File: src/rtl/tt_um_first_asic_if.sv
// Pin bundle for the blink counter: enable, dedicated and bidirectional pins.
// master drives ena/ui_in/uio_in; slave (the design) drives uo_out/uio_*.
interface tt_um_first_asic_if;
   logic       ena;
   logic [7:0] ui_in;
   logic [7:0] uo_out;
   logic [7:0] uio_in;
   logic [7:0] uio_out;
   logic [7:0] uio_oe;

   modport master (
      output ena, ui_in, uio_in,
      input  uo_out, uio_out, uio_oe
   );

   modport slave (
      input  ena, ui_in, uio_in,
      output uo_out, uio_out, uio_oe
   );
endinterface

File: src/rtl/tt_um_first_asic.sv
// Free-running blink counter with selectable LED tap, invert, clear, pause.
// Ports: clk, rst_n (async low), bus.slave (ena, ui_in, uo_out, uio_*).
module tt_um_first_asic #(
   parameter int CNT_WIDTH = 24
) (
   input  logic                clk,
   input  logic                rst_n,
   tt_um_first_asic_if.slave   bus
);

   logic [CNT_WIDTH-1:0] cnt;
   logic [CNT_WIDTH-1:0] tapped;
   logic                 clr;
   logic                 pause;
   logic                 led_raw;
   logic                 unused_pins;

   assign clr   = bus.ui_in[4];
   assign pause = bus.ui_in[7];

   always_ff @(posedge clk or negedge rst_n) begin
      if (!rst_n) begin
         cnt <= '0;
      end else if (clr) begin
         cnt <= '0;
      end else if (bus.ena && !pause) begin
         cnt <= cnt + CNT_WIDTH'(1);
      end
   end

   // Shifting left by the tap select moves bit (MSB - sel) into the MSB,
   // which avoids a variable bit index.
   assign tapped  = cnt << bus.ui_in[2:0];
   assign led_raw = tapped[CNT_WIDTH-1];

   assign bus.uo_out  = {cnt[CNT_WIDTH-1 -: 7], led_raw ^ bus.ui_in[3]};
   assign bus.uio_out = cnt[7:0];
   assign bus.uio_oe  = 8'hFF;

   assign unused_pins = ^{bus.uio_in, bus.ui_in[6:5]};

endmodule

File: src/flat_wrapper.sv
// flat-port wrapper written by rule: the top's interface ports become plain ports
module tt_um_first_asic_flat 
#(
   parameter int CNT_WIDTH = 24
)
  (clk, rst_n, bus_ena, bus_ui_in, bus_uio_in, bus_uo_out, bus_uio_out, bus_uio_oe);
  tt_um_first_asic_if bus_i ();
  input  logic clk;
  input  logic rst_n;
  input wire logic [$bits(bus_i.ena)-1:0] bus_ena;
  input wire logic [$bits(bus_i.ui_in)-1:0] bus_ui_in;
  input wire logic [$bits(bus_i.uio_in)-1:0] bus_uio_in;
  output wire logic [$bits(bus_i.uo_out)-1:0] bus_uo_out;
  output wire logic [$bits(bus_i.uio_out)-1:0] bus_uio_out;
  output wire logic [$bits(bus_i.uio_oe)-1:0] bus_uio_oe;
  assign bus_i.ena = bus_ena;
  assign bus_i.ui_in = bus_ui_in;
  assign bus_i.uio_in = bus_uio_in;
  assign bus_uo_out = bus_i.uo_out;
  assign bus_uio_out = bus_i.uio_out;
  assign bus_uio_oe = bus_i.uio_oe;
  tt_um_first_asic #(.CNT_WIDTH(CNT_WIDTH)) u_core (.clk(clk), .rst_n(rst_n), .bus(bus_i));
endmodule
File: config.mk
export PLATFORM = sky130hd
export DESIGN_NAME = tt_um_first_asic_flat
export DESIGN_NICKNAME = d
export VERILOG_FILES = /design/src/rtl/tt_um_first_asic_if.sv /design/src/rtl/tt_um_first_asic.sv /design/src/flat_wrapper.sv
export SDC_FILE = /design/constraint.sdc
export NUM_CORES = 1
export LEC_CHECK = 0
export ABC_AREA = 1
export CAP_MARGIN = 40
export CORE_MARGIN = 2
export CORE_UTILIZATION = 44
export DETAILED_ROUTE_END_ITERATION = 16
export GPL_TIMING_DRIVEN = 0
export HOLD_SLACK_MARGIN = 0.1
export PLACE_DENSITY = 0.76
export SYNTH_ARGS = -nofsm -noshare
export SYNTH_HDL_FRONTEND = slang
export SYNTH_SLANG_ARGS = --single-unit
File: constraint.sdc
create_clock -name clk -period 1.3 [get_ports clk]
set_input_delay 0.13 -clock clk [delete_from_list [all_inputs] [get_ports clk]]
set_output_delay 0.13 -clock clk [all_outputs]
set_load 0.01 [all_outputs]
==> results_dict.tcl <==
set metrics [dict create \
    final_nets 331 \
    peakVddDrop_mv 0.4284 \
    multiInputGateArea_sq_um 994.7 \
    cts_buffers 3 \
    cp.required_ns 1.51 \
    grt_usage_pct 18.77 \
    cp-end-kind "register" \
    grt_antenna_before_repair 0 \
    io_buffers 24 \
    die_h_um 65.89 \
    grt-ovfl-total 0 \
    cts_tree "yes" \
    drv_cap 0 \
    synth_top_cell_by_area "dfrtp_1" \
    yosys-top-cells-area "dfrtp_1 36%, nand2_1 16%, buf_4 10%" \
    tns_ns -0.9339 \
    netlist_top_cells_count "70 x nand2_1, 36 x nor2_1, 24 x dfrtp_1, 24 x inv_1, 23 x buf_4" \
    grt_first_pass_wirelength_um 6417 \
    initial_core_util_pct 46.04 \
    p_per_area_nw_per_um2 606.0 \
    ant_nets 0 \
    yosysWarnings 0 \
    cp_data_arrival_time_ns 1.66 \
    detail_route.first_pass.iterations 4 \
    core_area_sq_um 3661 \
    worst-setup-path-type "reg2reg" \
    min_period_ns 1.443 \
    finalWirelength_um 4096 \
    slew_headroom_pct 58.52 \
    drive_gt1_share_pct 38.71 \
    min_path_type "in2reg" \
    clkTransAtPathRegs_ns 0.09 \
    clock_skew_ns 0.004326 \
    drc 0 \
    rsz0062_at_grt "yes" \
    postSynthAreaPerCell_sq_um 6.823 \
    ys_ff_latch 24 \
    cp_max_fo 3 \
    drv_slew 0 \
    reg2reg_slack_ns -0.14 \
    ios 43 \
    avgRoutedWirePerCell_um 11.44 \
    cp-start-kind "register" \
    final_hold_viol_count 0 \
    area_delta_synth_final_pct 43.50 \
    nFillCells 301 \
    syn_inst 247 \
    violations "negative setup slack" \
    antenna_cells 0 \
    clock-sinks 24 \
    async_reset_ff_share_pct 100.0 \
    place_ws_ns -0.5568 \
    clockBufferDepth 2 \
    synth_top_area_share_pct 35.63 \
    top_register "u_core.cnt" \
    fin_ws_ns -0.1434 \
    drt_iter0_drc 94 \
    num_rows 22 \
    leakagePower_uw 0.001276 \
    netlist_area_sq_um 1685 \
    synth_edf_count 0 \
    vias_per_cell 4.796 \
    status "complete, but fails checks" \
    largest_reg_flops 24 \
    max_freq_mhz 692.8 \
    synth_cell_types 23 \
    top_regs "u_core.cnt: 24 flops" \
    die_w_um 65.89 \
    setup_viol 12 \
    die_area_sq_um 4341 \
    insertion_delay_ns 0.27 \
    ctsHtreeMaxLevel 1 \
    fin_crit_sh_pct 111.0 \
    synth.most_common_cell "nand2_1" \
    final-seq-area_sq_um 604.3 \
    grt_pass1_vias 1554 \
    hold_buffers 0 \
    root_buffer "clkbuf_8" \
    grt_start_max_net_pins 14 \
    worst_pin_slew_ns 0.6202 \
    synth_top_flop_cell "dfrtp_1" \
    post-dp-hpwl_um 2477 \
    place_congestion 0.7964 \
    ys_seq_area_share_pct 35.63 \
    via_count 1717 \
]
kinds of logic (layout without fill, tap and decap cells):
logic type,after synthesis,count (layout),synth area share (%)
AO/OA/AOI/OAI,23,23,6.830
XOR/XNOR,1,1,0.5198
adder cells (fa/ha/maj),1,1,0.7423
buffers and inverters,51,106,16.93
flip-flops,24,24,35.63
other,1,8,0.2225
AND/OR/NAND/NOR,146,147,39.12
metal layers:
| layer | global-route usage (%) | part of all wire [%] | up-vias |
|---|---|---|---|
| met5 | 0 | 0 | - |
| met4 | 6.510 | 0.56 | 0 |
| met3 | 3.066 | 5.2 | 4 |
| met2 | 32.45 | 52 | 53 |
| met1 | 23.50 | 42 | 793 |
| li1 | - | - | 867 |
final timing paths:
kind	from	depth (start not counted)	to
min	bus_ui_in[4]	2	u_core.cnt[0]$_DFFE_PN0P_
max reg2reg	u_core.cnt[0]$_DFFE_PN0P_	9	u_core.cnt[10]$_DFFE_PN0P_
max in group asynchronous	rst_n	2	u_core.cnt[18]$_DFFE_PN0P_
max	u_core.cnt[0]$_DFFE_PN0P_	9	u_core.cnt[10]$_DFFE_PN0P_
min reg2reg	u_core.cnt[8]$_DFFE_PN0P_	2	u_core.cnt[8]$_DFFE_PN0P_
min in group asynchronous	rst_n	1	u_core.cnt[7]$_DFFE_PN0P_
cell type report:
cell class                 count  share of cell area [%]
multi-input combinational    180                   41.13
sequential                    24                   24.99
clock buffer                   4                   2.276
tap                           48                   2.483
buffer                        26                   7.915
timing repair buffer          51                   17.33
inverter                      25                   3.880
timing repair:
item	in CTS	in global routing
pin swaps	6	15
buffers inserted	20	9
gates resized for setup	44	49
setup endpoints to repair	26	28
gates cloned	0	1
placed cells by master, fill, tap and decap left out, types with 5 or more instances in the layout:
master / count
nand3_2: 12
conb_1: 8
dlygate4sd2_1: 5
inv_2: 5
nor2_1: 31
clkbuf_2: 5
clkdlybuf4s50_1: 6
nand3_1: 7
dfrtp_1: 21
inv_1: 20
nand2_2: 9
buf_6: 5
a21oi_1: 17
buf_4: 50
nor2_4: 10
nand2_4: 5
nor2_2: 5
nand2_1: 63
critical path, cell delays in order, from the launching register on:
cell     delay, ns
dfrtp_1       0.41
ha_2          0.21
nand2_2       0.08
nor2_4        0.17
nand2_4       0.11
nor2_4        0.12
nand2_1       0.08
nand2_1       0.06
nand2_1       0.04
nor2_1        0.09
power breakdown:
group	internal (uW)	leakage, uW	total, uW	switching, uW
sequential	750	0.000330	754	4.21
combinational	83.6	0.000918	180	96.5
clock	271	0.0000288	532	261
total	1100	0.00128	1470	361
through the flow:
stage	power [uW]	util, %	hold slack, ns	cells	instance area (sq um)
floorplan	860.5	-	-0.1656	254	1712
global placement	926.7	54.96	0.5163	326	2012
detailed placement	933.8	55.37	0.5249	327	2027
CTS	1442	61.41	0.2542	351	2248
global route	1530	66.06	0.1428	358	2419
finish	1466	66.06	0.1096	358	2419
Power figures use the tool's default switching activity.
